$ cat src/rtl/systolic_ctrl.sv
// Sequencer for a weight-stationary ARRAY_DIM x ARRAY_DIM systolic array:
// optional weight-load pass, then skewed operand feed and result-valid strobes.
module systolic_ctrl #(
  parameter int ARRAY_DIM = 4,
  parameter int CNT_W     = 8
) (
  input  logic                 clk_i,
  input  logic                 reset_i,
  input  logic                 start_i,
  input  logic                 load_w_i,
  input  logic [CNT_W-1:0]     vec_count_i,
  output logic                 ready_o,
  output logic                 busy_o,
  output logic                 done_o,
  output logic                 w_feed_o,
  output logic [ARRAY_DIM-1:0] weight_we_o,
  output logic                 mux_ctrl_o,
  output logic [ARRAY_DIM-1:0] row_feed_en_o,
  output logic [ARRAY_DIM-1:0] col_out_valid_o
);

  // Wide enough for M + 2*ARRAY_DIM - 2 at M = 2^CNT_W-1 without wrap.
  localparam int TW = CNT_W + $clog2(2 * ARRAY_DIM);

  typedef enum logic [2:0] {
    S_IDLE, S_LOAD, S_COMPUTE, S_DRAIN, S_DONE
  } state_t;

  state_t           state_q, state_d;
  logic [TW-1:0]    cnt_q, cnt_d;
  logic [CNT_W-1:0] m_q, m_d;
  logic [TW-1:0]    m_ext;
  logic             streaming;

  assign m_ext = TW'(m_q);

  always_ff @(posedge clk_i or posedge reset_i) begin
    if (reset_i) begin
      state_q <= S_IDLE;
      cnt_q   <= '0;
      m_q     <= '0;
    end else begin
      state_q <= state_d;
      cnt_q   <= cnt_d;
      m_q     <= m_d;
    end
  end

  always_comb begin
    state_d = state_q;
    cnt_d   = cnt_q;
    m_d     = m_q;
    case (state_q)
      S_IDLE: begin
        cnt_d = '0;
        if (start_i) begin
          m_d = vec_count_i;
          if (load_w_i)                state_d = S_LOAD;
          else if (vec_count_i == '0)  state_d = S_DONE;
          else                         state_d = S_COMPUTE;
        end
      end
      S_LOAD: begin
        if (cnt_q == TW'(ARRAY_DIM - 1)) begin
          cnt_d   = '0;
          state_d = (m_q == '0) ? S_DONE : S_COMPUTE;
        end else begin
          cnt_d = cnt_q + 1'b1;
        end
      end
      S_COMPUTE: begin
        cnt_d = cnt_q + 1'b1;
        if (cnt_q + 1'b1 == m_ext) state_d = S_DRAIN;
      end
      S_DRAIN: begin
        if (cnt_q == m_ext + TW'(2 * ARRAY_DIM - 2)) begin
          cnt_d   = '0;
          state_d = S_DONE;
        end else begin
          cnt_d = cnt_q + 1'b1;
        end
      end
      S_DONE:  state_d = S_IDLE;
      default: state_d = S_IDLE;
    endcase
  end

  // Outputs are pure decodes of the state/counter flops, so reset clears them at once.
  assign streaming = (state_q == S_COMPUTE) || (state_q == S_DRAIN);

  always_comb begin
    ready_o         = (state_q == S_IDLE);
    busy_o          = (state_q == S_LOAD) || streaming;
    done_o          = (state_q == S_DONE);
    w_feed_o        = (state_q == S_LOAD);
    mux_ctrl_o      = (state_q == S_LOAD);
    weight_we_o     = '0;
    row_feed_en_o   = '0;
    col_out_valid_o = '0;
    if ((state_q == S_LOAD) && (cnt_q == TW'(ARRAY_DIM - 1))) weight_we_o = '1;
    for (int r = 0; r < ARRAY_DIM; r++) begin
      row_feed_en_o[r]   = streaming && (cnt_q >= TW'(r)) &&
                           (cnt_q < TW'(r) + m_ext);
      col_out_valid_o[r] = streaming && (cnt_q >= TW'(r + ARRAY_DIM)) &&
                           (cnt_q < TW'(r + ARRAY_DIM) + m_ext);
    end
  end

endmodule

$ cat config.mk
export PLATFORM = sky130hd
export DESIGN_NAME = systolic_ctrl
export DESIGN_NICKNAME = d
export VERILOG_FILES = /design/src/rtl/systolic_ctrl.sv
export SDC_FILE = /design/constraint.sdc
export NUM_CORES = 1
export LEC_CHECK = 0
export ABC_AREA = 1
export CAP_MARGIN = 20
export CORE_UTILIZATION = 65
export CTS_BUF_LIST = sky130_fd_sc_hd__clkbuf_16
export DETAILED_ROUTE_END_ITERATION = 12
export PLACE_DENSITY = 0.92
export SLEW_MARGIN = 25
export SYNTH_ARGS = -nofsm -noshare
export SYNTH_HDL_FRONTEND = slang
export SYNTH_SLANG_ARGS = --single-unit
export TNS_END_PERCENT = 10
$ cat constraint.sdc
create_clock -name clk_i -period 8.17 [get_ports clk_i]
set_input_delay 1.634 -clock clk_i [delete_from_list [all_inputs] [get_ports clk_i]]
set_output_delay 1.634 -clock clk_i [all_outputs]
set_load 0.1 [all_outputs]
==> reports/metrics.cfg, run 1 <==
[status]
status = complete, no violations

[sta]
finClkSkew_ns = 0.0124
setup_viol = 0
fmax_ghz = 0.172
period_needed_ns = 5.82
slew_headroom_pct = 34.2
drv_slew = 0
worst_slew_pin_slew_ns = 0.984
finalSetupTns_ns = 0
rsz0062_at_grt = false
fin_crit_sh_pct = 71.3
hold_viol = 0

[layout]
final_nets = 616
fillers = 429
syn_to_final_growth_pct = 11.0
drive_above_1_share_pct = 4.91
diodes = 0

[global_routing]
grt_max_degree = 23
grt_usage_pct = 37.7
grt_pass1_vias = 3750
antenna_found_initial = 0
grt_first_pass_wirelength_um = 17400
grt.overflow.total = 0

[clock_network]
cts.reportedPaths.clkPinSlew_ns = 0.07
clock_path_buffers = 2
postCtsSetupBuffers = 0
post_cts_resized = 0
clkSinkCount = 22
htreeDepth = 1
ctsHoldBuffers = 0
clk_latency_ns = 0.26
root_buffer = clkbuf_16
cts_buffers = 3
cts_tree = yes

[synthesis]
syn-num-nets = 596
yosysWarnings = 0
netlist_area_um2 = 3580
synthTopCellsByCount = nand2_1, ha_1, inv_1
ys.flop_type = dfrtp_1
synth.area.top_cells = ha_1, dfrtp_1, nand2_1
synth-seq-cells = 22
synth.most_common_cell = nand2_1
ys_seq_area_share_pct = 15.4
synth-edff-count = 0
synth_async_sr_flop_share_pct = 100
yosysTopAreaCellShare_pct = 25.9
synth_top_cell_by_area = ha_1
synthCells = 510
ys_types = 37
avgSynthCellArea_um2 = 7.01

[worst_setup_path]
critical-path-max-stage-delay_ns = 1.15
required_ns = 6.54
start_kind = flop
worstSetupPathDepth = 12
reg2regPathDepth = 14
crit_type = flop to primary output
cp_top_family = buffers and inverters
critical_path_peak_fanout = 10
cp_num_buf_inv = 3
cp.arrival_ns = 4.19
crit_slowest_cell = clkdlybuf4s50_1
endpoint_kind = primary output
crit_path_cell_trace = inv_1, ha_1, inv_1, o21ai_0, nand2_1, xor2_1, ha_1, a21oi_1, o21a_1, o2111ai_1, nor3_1, clkdlybuf4s50_1

[drt]
viasPerCell = 6.20
wirelength_um = 10500
wl_per_cell_um = 17.5
drcViolationCount = 0
drtIter0Drc = 349
dr.pass1.iters = 7
vias = 3714
ant_nets = 0

[floorplan]
io_pins = 29
dieWidth_um = 76.2
rows = 26
initial_utilization_pct = 68.7
die-area_um2 = 5800
core-area_um2 = 5200
die-height_um = 76.2

[worst_hold_path]
hold_class = flop to flop
hold_path_depth = 2

[flow_run]
maxCapViolations = 0

[placed_design]
place.gp.congestion = 0.935
io_buffer_count = 28
detailed_place_hpwl_um = 8000

==> worst paths after layout <==
kind / startpoint / to / slack [ns]
worst max-delay path: m_q[2]$_DFFE_PP0P_ / col_out_valid_o[3] / 2.35
worst min-delay path: state_q[0]$_DFFE_PP0P_ / state_q[0]$_DFFE_PP0P_ / 0.61
worst max register to register: m_q[2]$_DFFE_PP0P_ / cnt_q[10]$_DFFE_PP0P_ / 4.84
worst min register to register: state_q[0]$_DFFE_PP0P_ / state_q[0]$_DFFE_PP0P_ / 0.61
max in group asynchronous: reset_i / m_q[4]$_DFFE_PP0P_ / 5.78
min in group asynchronous: reset_i / state_q[0]$_DFFE_PP0P_ / 1.85
==> cell type report <==
cell class,instances,area (µm²),area share (%)
multi-input cells,407,2690,67.8
flip-flops and latches,22,551,13.9
repair buffers,28,280,7.06
inverters,68,255,6.43
well taps,70,87.6,2.21
clock buffers,3,75.1,1.89
clock inverters,1,30.0,0.756
==> worst min-delay path: stages (launching register included) <==
cell     delay, ns
dfrtp_1       0.39
o21ai_0       0.11
nand2_1       0.07
==> layer usage <==
metal	GRT usage [%]	vias up	wire length (µm)
met5	0	-	0
met4	19.0	0	500
met3	4.19	59	815
met2	65.7	197	4890
met1	45.8	1703	4250
li1	-	1755	-
==> flip-flops by register name, indices dropped and copies added, names as in the netlist <==
register	flops
m_q	8
state_q	3
cnt_q	11
==> metrics by stage <==
stage / instance area [µm²] / setup WS (ns) / std cells / util [%] / hold WS (ns)
finish: 3970 / 2.35 / 599 / 76.3 / 0.606
global route: 3970 / 2.11 / 599 / 76.3 / 0.649
CTS: 3970 / 2.36 / 599 / 76.3 / 0.603
detailed placement: 3860 / 2.63 / 595 / 74.3 / 0.585
global placement: 3860 / 2.70 / 595 / 74.3 / 0.563
floorplan: 3580 / 0.721 / 510 / - / 0.517
==> cell families after synthesis <==
logic type                 share of synthesized area [%]
and+or+nand+nor                                     26.8
AOI/OAI and AO/OA                                   14.5
buffers and inverters                               9.34
adders and majority gates                           25.9
xor gates and xnor gates                            8.08
DFF                                                 15.4
==> placed cells by master, fill, tap and decap left out <==
| cell type | synthesis | final |
|---|---|---|
| a211oi_1 | 1 | 1 |
| o21ai_2 | 1 | 1 |
| nor3_1 | 13 | 13 |
| o211ai_1 | 2 | 2 |
| o22ai_1 | 8 | 8 |
| xor2_1 | 30 | 30 |
| xnor2_1 | 3 | 3 |
| bufinv_16 | 0 | 1 |
| o21a_1 | 3 | 3 |
| o21ai_1 | 1 | 1 |
| nor2_4 | 3 | 3 |
| nor3_2 | 1 | 1 |
| nand4_1 | 10 | 10 |
| nand3_2 | 2 | 2 |
| clkbuf_16 | 0 | 3 |
| o21ai_0 | 25 | 25 |
| o21bai_1 | 4 | 4 |
| ha_1 | 74 | 74 |
| clkinv_1 | 3 | 3 |
| clkdlybuf4s50_1 | 0 | 28 |
| inv_2 | 4 | 4 |
| o2111ai_1 | 3 | 3 |
| nor2_1 | 41 | 41 |
| nand2_1 | 94 | 94 |
| nor3_4 | 1 | 1 |
| a31oi_1 | 5 | 5 |
| dfrtp_1 | 22 | 22 |
| a21oi_1 | 33 | 33 |
| inv_1 | 61 | 61 |
| o311ai_0 | 1 | 1 |
| nand3_1 | 30 | 30 |
| nor2_2 | 2 | 2 |
| nand2_2 | 7 | 7 |
| or2_2 | 1 | 1 |
| nor4_1 | 5 | 5 |
| a21o_1 | 3 | 3 |
Power of run 1 is left out: the tool's default activity adds up to more than one toggle a clock period on the data nets, which glitch-free logic cannot reach.
==> run 2: changes to the inputs <==
--- a/config.mk
+++ b/config.mk
@@ -7,10 +7,10 @@
 export LEC_CHECK = 0
 export ABC_AREA = 1
 export CAP_MARGIN = 20
-export CORE_UTILIZATION = 65
+export CORE_UTILIZATION = 60
 export CTS_BUF_LIST = sky130_fd_sc_hd__clkbuf_16
 export DETAILED_ROUTE_END_ITERATION = 12
-export PLACE_DENSITY = 0.92
+export PLACE_DENSITY = 0.86
 export SLEW_MARGIN = 25
 export SYNTH_ARGS = -nofsm -noshare
 export SYNTH_HDL_FRONTEND = slang
==> constraint.sdc (replaced) <==
create_clock -name clk_i -period 5.9 [get_ports clk_i]
set_input_delay 1.18 -clock clk_i [delete_from_list [all_inputs] [get_ports clk_i]]
set_output_delay 1.18 -clock clk_i [all_outputs]
set_load 0.1 [all_outputs]
==> reports/metrics.cfg, run 2 (same netlist as run 1, synthesis figures left out) <==
[layout]
top_regs = cnt_q x11, m_q x8, state_q x3
multi_input_area_um2 = 2700
layout_commonest_cell = nand2_1
final_cell_mix = nand2_1, ha_1, inv_1, nor2_1, a21oi_1
syn_to_final_growth_pct = 11.2
regMostFlops = cnt_q
seqCellArea_um2 = 551
fillers = 467
final_nets = 616
diodes = 0
drive_above_1_share_pct = 5.86
largest_reg_flops = 11

[clock_network]
cts.reportedPaths.clkPinSlew_ns = 0.06
root_buffer = clkbuf_16
ctsHoldBuffers = 0
clk_latency_ns = 0.26
cts_buffers = 3
clkSinkCount = 22
cts_tree = yes
clock_path_buffers = 2
htreeDepth = 1
post_cts_resized = 0
postCtsSetupBuffers = 0

[global_routing]
grt_max_degree = 23
grt_pass1_vias = 3278
antenna_found_initial = 0
grt.overflow.total = 0
grt_usage_pct = 33.7
grt_first_pass_wirelength_um = 16200

[flow_run]
maxCapViolations = 0

[worst_setup_path]
r2r_start = m_q[2]$_DFFE_PP0P_
crit_type = flop to primary output
required_ns = 4.72
endpoint_kind = primary output
critical_path_peak_fanout = 10
worstSetupStartpoint = m_q[6]$_DFFE_PP0P_
reg2regPathDepth = 14
start_kind = flop
cp.arrival_ns = 4.06

[sta]
setup_ws_ns = 0.661
finClkSkew_ns = 0.00496
fmax_ghz = 0.191
worst_slew_pin_slew_ns = 0.977
hold_viol = 0
drv_slew = 0
setup_viol = 0
period_needed_ns = 5.24
rsz0062_at_grt = false
fin_crit_sh_pct = 88.8
finalSetupTns_ns = 0
slew_headroom_pct = 34.7

[floorplan]
dieWidth_um = 79.2
core-area_um2 = 5640
die-height_um = 79.2
die-area_um2 = 6270
rows = 27
io_pins = 29
initial_utilization_pct = 63.4

[worst_hold_path]
hold_class = flop to flop
hold_path_depth = 2
min_from = state_q[0]$_DFFE_PP0P_

[placed_design]
dp_slack_ns = 1.04
io_buffer_count = 28
place.gp.congestion = 0.977
detailed_place_hpwl_um = 7710

[drt]
drtIter0Drc = 303
wl_per_cell_um = 16.5
dr.pass1.iters = 5
drcViolationCount = 0
wirelength_um = 9940
ant_nets = 0
vias = 3561
viasPerCell = 5.93

[status]
status = complete, no violations

==> run 2: cell types whose count changed in the layout (fill, tap and decap cells not counted), sizes merged <==
| cell | previous run | this run |
|---|---|---|
| clkdlybuf4s50 | 28 | 25 |
| buf | 0 | 3 |
==> run 2: layout make-up <==
class / count / area share, %
inverter: 68 / 6.42
clock inverter: 1 / 0.755
tap: 72 / 2.27
multi-input combinational: 407 / 68.0
clock buffer: 3 / 1.89
sequential: 22 / 13.8
timing repair buffer: 28 / 6.86
==> run 2: metal layers <==
metal	vias to the layer above	GRT usage (%)	share of wire, %
met2	148	55.8	46
met3	20	3.79	6.1
met4	0	11.5	2.3
li1	1755	-	-
met1	1638	45.3	45
met5	-	0	0
==> run 2: per-stage QoR <==
stage / std cells / area [µm²] / util (%) / hold WS [ns]
after CTS: 601 / 3980 / 70.5 / 0.618
final: 601 / 3980 / 70.5 / 0.625
after global placement: 597 / 3870 / 68.6 / 0.568
after floorplan: 510 / 3590 / - / 0.517
after global routing: 601 / 3980 / 70.5 / 0.693
after detailed placement: 597 / 3870 / 68.6 / 0.567
==> run 2: worst paths after layout <==
| kind | end | slack (ns) |
|---|---|---|
| worst max-delay path | col_out_valid_o[2] | 0.66 |
| worst min-delay path | state_q[0]$_DFFE_PP0P_ | 0.62 |
| worst max register to register | cnt_q[5]$_DFFE_PP0P_ | 2.73 |
| worst min register to register | state_q[0]$_DFFE_PP0P_ | 0.62 |
| max in group asynchronous | cnt_q[7]$_DFFE_PP0P_ | 3.98 |
| min in group asynchronous | state_q[2]$_DFFE_PP0P_ | 1.39 |
==> run 2: worst max-delay path: stages (launching register included) <==
cell and delay [ns]:
dfrtp_1 0.62, clkinv_1 0.35, nor3_1 0.66, nand2_1 0.13, ha_1 0.34, a21oi_1 0.16
nand3_1 0.10, a31oi_1 0.25, clkdlybuf4s50_1 1.18
Power of run 2 is left out for the same reason.
